--- src/rtl/collision_damage_gen.sv ---
// Per-frame player/enemy bounding-box scan that produces the collision mask and
// at most one damage pulse per scan, with a frame-counted invulnerability window.
module collision_damage_gen #(
    parameter int NUM_ENEMIES   = 4,
    parameter int COORD_W       = 8,
    parameter int PLAYER_SIZE   = 8,
    parameter int ENEMY_SIZE    = 8,
    parameter int INVULN_FRAMES = 30,
    parameter int CNT_W         = 5
) (
    input  logic                           clk,
    input  logic                           reset,
    input  logic                           start,
    input  logic                           frame_tick,
    input  logic [COORD_W-1:0]             player_x,
    input  logic [COORD_W-1:0]             player_y,
    input  logic [NUM_ENEMIES*COORD_W-1:0] enemy_x,
    input  logic [NUM_ENEMIES*COORD_W-1:0] enemy_y,
    input  logic [NUM_ENEMIES-1:0]         enemy_alive,
    output logic                           busy,
    output logic                           done,
    output logic                           updateHealth,
    output logic [NUM_ENEMIES-1:0]         hit_mask,
    output logic                           invulnerable
);
    localparam int IDX_W = (NUM_ENEMIES > 1) ? $clog2(NUM_ENEMIES) : 1;
    localparam logic [IDX_W-1:0]   LAST_IDX = IDX_W'(NUM_ENEMIES - 1);
    localparam logic [COORD_W:0]   PSZ      = (COORD_W + 1)'(PLAYER_SIZE);
    localparam logic [COORD_W:0]   ESZ      = (COORD_W + 1)'(ENEMY_SIZE);
    localparam logic [CNT_W-1:0]   INV_LOAD = CNT_W'(INVULN_FRAMES);

    typedef enum logic [1:0] {IDLE, SCAN, REPORT} state_t;

    state_t                 state;
    logic [IDX_W-1:0]       idx;
    logic [COORD_W-1:0]     px_q, py_q;
    logic [NUM_ENEMIES-1:0] work_mask, mask_nx;
    logic [CNT_W-1:0]       cnt, cnt_nx;
    logic [COORD_W:0]       px_w, py_w, ex_w, ey_w;
    logic                   overlap;

    // One extra bit on every operand so boxes near the screen edge never wrap.
    always_comb begin
        px_w    = {1'b0, px_q};
        py_w    = {1'b0, py_q};
        ex_w    = {1'b0, enemy_x[idx*COORD_W +: COORD_W]};
        ey_w    = {1'b0, enemy_y[idx*COORD_W +: COORD_W]};
        overlap = enemy_alive[idx] &&
                  (px_w < ex_w + ESZ) && (ex_w < px_w + PSZ) &&
                  (py_w < ey_w + ESZ) && (ey_w < py_w + PSZ);
        mask_nx      = work_mask;
        mask_nx[idx] = overlap;
    end

    // A damage load wins over a coincident frame tick.
    always_comb begin
        cnt_nx = cnt;
        if (state == REPORT && updateHealth)
            cnt_nx = INV_LOAD;
        else if (frame_tick && cnt != '0)
            cnt_nx = cnt - CNT_W'(1);
    end

    always_ff @(posedge clk) begin
        if (reset) begin
            state        <= IDLE;
            idx          <= '0;
            px_q         <= '0;
            py_q         <= '0;
            work_mask    <= '0;
            hit_mask     <= '0;
            busy         <= 1'b0;
            done         <= 1'b0;
            updateHealth <= 1'b0;
            cnt          <= '0;
            invulnerable <= 1'b0;
        end else begin
            done         <= 1'b0;
            updateHealth <= 1'b0;
            cnt          <= cnt_nx;
            invulnerable <= (cnt_nx != '0);
            case (state)
                IDLE: begin
                    if (start) begin
                        px_q      <= player_x;
                        py_q      <= player_y;
                        work_mask <= '0;
                        idx       <= '0;
                        busy      <= 1'b1;
                        state     <= SCAN;
                    end
                end
                SCAN: begin
                    work_mask <= mask_nx;
                    if (idx == LAST_IDX) begin
                        // Decide using the counter value REPORT will actually see.
                        state        <= REPORT;
                        done         <= 1'b1;
                        hit_mask     <= mask_nx;
                        updateHealth <= (mask_nx != '0) && (cnt_nx == '0);
                    end else begin
                        idx <= idx + IDX_W'(1);
                    end
                end
                REPORT: begin
                    busy  <= 1'b0;
                    state <= IDLE;
                end
                default: begin
                    busy  <= 1'b0;
                    state <= IDLE;
                end
            endcase
        end
    end
endmodule

--- config.mk ---
export PLATFORM = sky130hd
export DESIGN_NAME = collision_damage_gen
export DESIGN_NICKNAME = d
export VERILOG_FILES = /design/src/rtl/collision_damage_gen.sv
export SDC_FILE = /design/constraint.sdc
export NUM_CORES = 1
export LEC_CHECK = 0
export CAP_MARGIN = 20
export CORE_MARGIN = 10
export CORE_UTILIZATION = 50
export CTS_BUF_LIST = sky130_fd_sc_hd__clkbuf_16
export DETAILED_ROUTE_END_ITERATION = 8
export DONT_BUFFER_PORTS = 1
export GPL_TIMING_DRIVEN = 0
export PLACE_DENSITY = 0.71
export SYNTH_ARGS = -nofsm -noshare
export SYNTH_HDL_FRONTEND = slang
export SYNTH_SLANG_ARGS = --single-unit
--- constraint.sdc ---
create_clock -name clk -period 9.3 [get_ports clk]
set_input_delay 2.325 -clock clk [delete_from_list [all_inputs] [get_ports clk]]
set_output_delay 2.325 -clock clk [all_outputs]
set_load 0.005 [all_outputs]
; ---- Word-level counts from Yosys, hierarchy flattened
; Cells that the tools add are included.
[totals]
wordCells = 73
regBits = 37
in_bits = 88
[op_classes]
magnitude_cmp = 6
eq_ne = 6
bitwise = 2
n_addsub = 6
n_mux = 18
n_reduce_logical = 22
n_shift = 2
[ops]
columns = op, n
row1 = $shiftx 32x6->8, 2
row2 = $add 8x4->9 const B, 4
row3 = $lt 8x9->1, 4
row4 = $mux 5, 2
row5 = $reduce_and 2->1, 5
row6 = $reduce_bool 5->1, 2
row7 = $logic_and 1x1->1, 8
row8 = $mux 2, 4
row9 = $pmux 2 s2, 2
row10 = $pmux 4 s2, 1
row11 = $ne 2x2->1 const B, 3
row12 = $logic_not 5->1, 1
row13 = $sub 5x1->5 const B, 1
row14 = $bwmux 4, 1
row15 = $eq 2x2->1 const B, 2
row16 = $mux 1, 4
row17 = $mux 4, 1
row18 = $reduce_bool 4->1, 1
row19 = $lt 2x3->1 const B, 1
row20 = $reduce_and 3->1, 1
row21 = $reduce_or 3->1, 1
row22 = $add 2x1->2 const B, 1
row23 = $bmux 1 s2, 1
row24 = $demux 1 s2, 1
row25 = 7 further kinds, 8

; ---- Logic depth before layout (Yosys ltp)
[depth]
ltp_word = 10
depth_mapped = 12
depth_no_buf = 11

; ---- Least setup slack after synthesis
; OpenSTA, ideal clock, no wires.
[synth_timing]
path_type = input-to-reg
start = in enemy_y[12]
end = reg updateHealth
setup_time_ps = 103
t_required_ps = 9197
path_buffers = 0
arrival_ps = 4757
setup_slack_ps = 4440
path_stages = 10
cell_sequence = mux4_1 > ha_1 > xnor2_1 > ha_1 > a2111oi_0 > o21a_1 > o31ai_1 > a31oi_4 > nand4_1 > a2111oi_2
[synth_between]
elab_chain_cells = 8
word_cells_on_any_way = 9
classes_between = add/sub: 1 / order compare: 2 / shift: 1 / mux: 1 / reduce/logical: 4
[synth_rtl]
columns = item, line
row1 = start: declaration, 18  ; input logic [NUM_ENEMIES*COORD_W-1:0] enemy_y,
row2 = $shiftx 32x6->8 *, 47  ; ey_w = {1'b0, enemy_y[idx*COORD_W +: COORD_W]};
row3 = $add 8x4->9, 50  ; (py_w < ey_w + ESZ) && (ey_w < py_w + PSZ);
row4 = $lt 8x9->1, 50
row5 = $logic_and 1x1->1, 49  ; (px_w < ex_w + ESZ) && (ex_w < px_w + PSZ) &&
row6 = $logic_and 1x1->1 *, 50
row7 = $bwmux 4 *, 52  ; mask_nx[idx] = overlap;
row8 = $reduce_bool 4->1 *, 100  ; updateHealth <= (mask_nx != '0) && (cnt_nx == '0);
row9 = $logic_and 1x1->1 *, 100
row10 = end signal: assignment, 100
row11 = end: declaration, 22  ; output logic updateHealth,
; Mark *: on every way between the ends. The rest lies on a longest branch, timed or not.
; A chain may end at the register's enable or synchronous reset.

; ---- Worst setup path after layout
; Ends and elaborated chain as after synthesis.

==> results.md <==
* Status: complete, no violations
* Yosys cell types at 59
* Final min period at 4.918 ns
* Effective utilization at floorplan at 0.5134
* EDFF count, synth at 0
* Worst Tran Pin Value at 0.9068 ns
* Setup Viol. Count Final at 0
* Nets at 458
* CP startpoint kind: input port
* FF/Latch Area at 740.7 µm²
* DP HPWL at 6710 µm
* Row cnt at 28
* Setup Skew at 0.01034 ns
* Fill cell count at 551
* F_max at 203.4 MHz
* Finished Layout Cells at 412
* Power Density at 154.7 mW/mm²
* Die area at 0.009553 mm²
* H-tree depth at 2
* RSZ-0062 raised after global routing: false
* Synth warn at 0
* Vert. Die Dim at 97.74 µm
* All-Layer GR Usage at 0.1661
* Vias/cell at 6.180
* CTS clk-pin slew, worst paths at 0.06 ns
* Synth Area in Adders at 0.1449
* Prevailing post-synth register cell: dfxtp_1
* Max-cap violation count at 0
* Max FO, Critical Path at 3
* Clk_lat worst skew at 0.28 ns
* Layout cells sized above 1 at 0.09524
* Seq/Total Area, Yosys at 0.2451
* Critical Path RT at 9.48 ns
* XOR/XNOR Fraction of Synth Area at 0.04058
* Worst min path class: reg -> reg
* Via Count at 2,546
* Cells after synthesis at 328
* CTS root buffer: clkbuf_16
* Total gr overflow at 0
* Max-slew violations at 0
* CP max stage delay at 0.56 ns
* Number of gates resized after cts at 0
* CP Class: in -> reg
* Cell family with the largest share of critical-path delay: compound AO/OA/AOI/OAI gates
* Wire length per cell at 19.85 µm
* Post-synthesis compound-gate area fraction at 0.1959
* TritonCTS buffer count at 5
* Standby leakage power at 1.280 nW
* Syn Nets at 451
* CP arrival at 5.09 ns
* VDD IR max at 0.0001497 V
* Area growth syn-to-layout at 7.909%
* #FFs+latches synth at 37
* Post-synth ARST share at 0
* GR peak layer: met2
* Multi-input gate area at 0.002115 mm²
* Simple-gate share of the synthesized area at 0.1636
* Critical-path top delay cell: mux4_1
* Die Wd at 97.74 µm
* Cell area after synthesis at 0.003022 mm²
* Fin crit share at 0.5288
* Final TNS setup at 0 ns
* Largest net degree at the start of global routing at 13
* Multiplexer area fraction after synthesis at 0.1549
* Final core utilization at 0.5540
* DRT Pass-1 Iters at 4
* Antenna-violating nets left at 0
* M1 GR Usage at 0.1954
* Routed WL at 8178 µm
* Largest family of logic cells by synthesized area: compound AO/OA/AOI/OAI gates
* WP buf/inv at 0
* DRC viols at 0
* Slew margin rel. at 0.3876
* Worst setup EP type: register
* Vias in the first global route at 2,558
* Post-CTS Setup Bufs at 0
* TritonCTS clock tree: done
* Port Buffers at 0
* CTS max path bufs at 2
* Met3 usage at 0.05567
* Core area at 0.005886 mm²
* Hold Violations, Final at 0
* Cell Chain, Critical Path: mux4_1, ha_1, xnor2_1, ha_1, a2111oi_0, o21a_1, o31ai_1, a31oi_4, nand4_1, a2111oi_2
* Post-Syn Area per Cell at 9.212 µm²
* Antenna violations before repair at 1
* Total clock sinks at 37
* Io pins at 96
* Grt met2 use at 0.2810
* Most used cell, CP: ha_1
* Number of DRC markers in iteration 0 at 185
* First-pass GRT wire length at 13,080 µm
* Hold buffers post-CTS at 0
* Cells after DPL at 403
* Routability cong. at 0.8656
[final cells by class]
cell class                      count  share of cell area
Buffer                             15             0.02226
Clock buffer                        5             0.03837
Inverter                           25             0.02878
Sequential cell                    37              0.2272
Antenna cell                        1           0.0007675
Tap cell                           75             0.02878
Multi-Input combinational cell    251              0.6485
Clock inverter                      3            0.005372
[worst min-delay path, delay by kind of cell, from the launching register on]
family / cells / cell delay (ns)
flip-flops: 1 / 0.32
AO/OA/AOI/OAI: 1 / 0.05
AND/OR/NAND/NOR: 1 / 0.06
[Yosys cell counts, drive strengths merged, types with 2 or more instances]
master | n | area share
a211oi | 6 | 0.015
a21oi | 21 | 0.035
nand2 | 44 | 0.055
and3 | 5 | 0.010
inv | 25 | 0.031
mux4 | 17 | 0.14
nor4b | 3 | 0.0087
or2 | 2 | 0.0041
ha | 35 | 0.14
and2 | 4 | 0.0095
o31ai | 4 | 0.012
xnor2 | 7 | 0.020
a21o | 3 | 0.0075
buf | 5 | 0.012
a21boi | 4 | 0.0099
o21bai | 2 | 0.0050
nor3 | 2 | 0.0033
nand4 | 5 | 0.012
o211ai | 7 | 0.017
nor2 | 10 | 0.012
mux2i | 4 | 0.013
o41ai | 4 | 0.019
a22oi | 2 | 0.0050
a31oi | 7 | 0.019
dfxtp | 37 | 0.25
a2111oi | 2 | 0.0079
nand3 | 17 | 0.032
xor2 | 7 | 0.020
nand2b | 2 | 0.0041
o21ai | 9 | 0.015
o21a | 2 | 0.0050
nor2b | 2 | 0.0041
clkbuf | 10 | 0.012
[stage by stage]
stage	cell area (µm²)	total power, mW	hold slack, ns	setup slack [ns]
floorplan	3022	0.3118	0.4479	4.440
global placement	3115	0.3386	0.4616	4.126
detailed placement	3115	0.3445	0.4737	4.129
CTS	3258	0.5091	0.4822	4.379
global route	3261	0.5372	0.5051	4.202
finish	3261	0.5045	0.4829	4.382
[flip-flops by register name, summed over array words and instances (netlist names)]
signal	cells
busy	1
cnt	5
done	1
hit_mask	4
idx	2
invulnerable	1
px_q	8
py_q	8
state	2
updateHealth	1
work_mask	4
[worst paths after layout]
kind	slack [ns]	startpoint	cells after the start	to
hold reg to reg	0.48	px_q[2]	2	px_q[2]
setup reg to reg	5.60	idx[0]	11	updateHealth
setup / recovery	4.38	enemy_y[12]	10	updateHealth
hold / removal	0.48	px_q[2]	2	px_q[2]
[cell usage in the layout, fill, tap and decap left out, drive strengths merged, types with 4 or more instances in the layout]
cell | netlist | final
dfxtp | 37 | 37
mux2i | 4 | 4
nand4 | 5 | 5
o211ai | 7 | 7
a21boi | 4 | 4
o41ai | 4 | 4
a211oi | 6 | 6
a21oi | 21 | 21
ha | 35 | 35
xor2 | 7 | 7
a31oi | 7 | 7
o21ai | 9 | 9
inv | 25 | 25
and3 | 5 | 5
mux4 | 17 | 17
clkbuf | 10 | 15
o31ai | 4 | 4
buf | 5 | 5
xnor2 | 7 | 7
nand2 | 44 | 44
nor2 | 10 | 10
nand3 | 17 | 17
and2 | 4 | 4
[per-layer routing]
layer  share of wire  routed length [µm]
met5               0                   0
met4           0.012                  97
met3           0.094                 767
met2            0.48                3964
met1            0.41                3349
[logic make-up after synthesis]
kind of cell / count (synthesis)
AOI/OAI and AO/OA: 81
and+or+nand+nor: 99
xor gates and xnor gates: 14
adders and majority gates: 35
buffers and inverters: 40
muxes: 22
DFF: 37
[power breakdown]
| group | internal, mW | total (mW) | switching, mW | leakage [nW] |
|---|---|---|---|---|
| combinational | 0.0709 | 0.157 | 0.0862 | 0.909 |
| sequential | 0.172 | 0.185 | 0.0132 | 0.302 |
| clock | 0.0981 | 0.163 | 0.0645 | 0.0696 |
(Power assumes the default switching activity.)
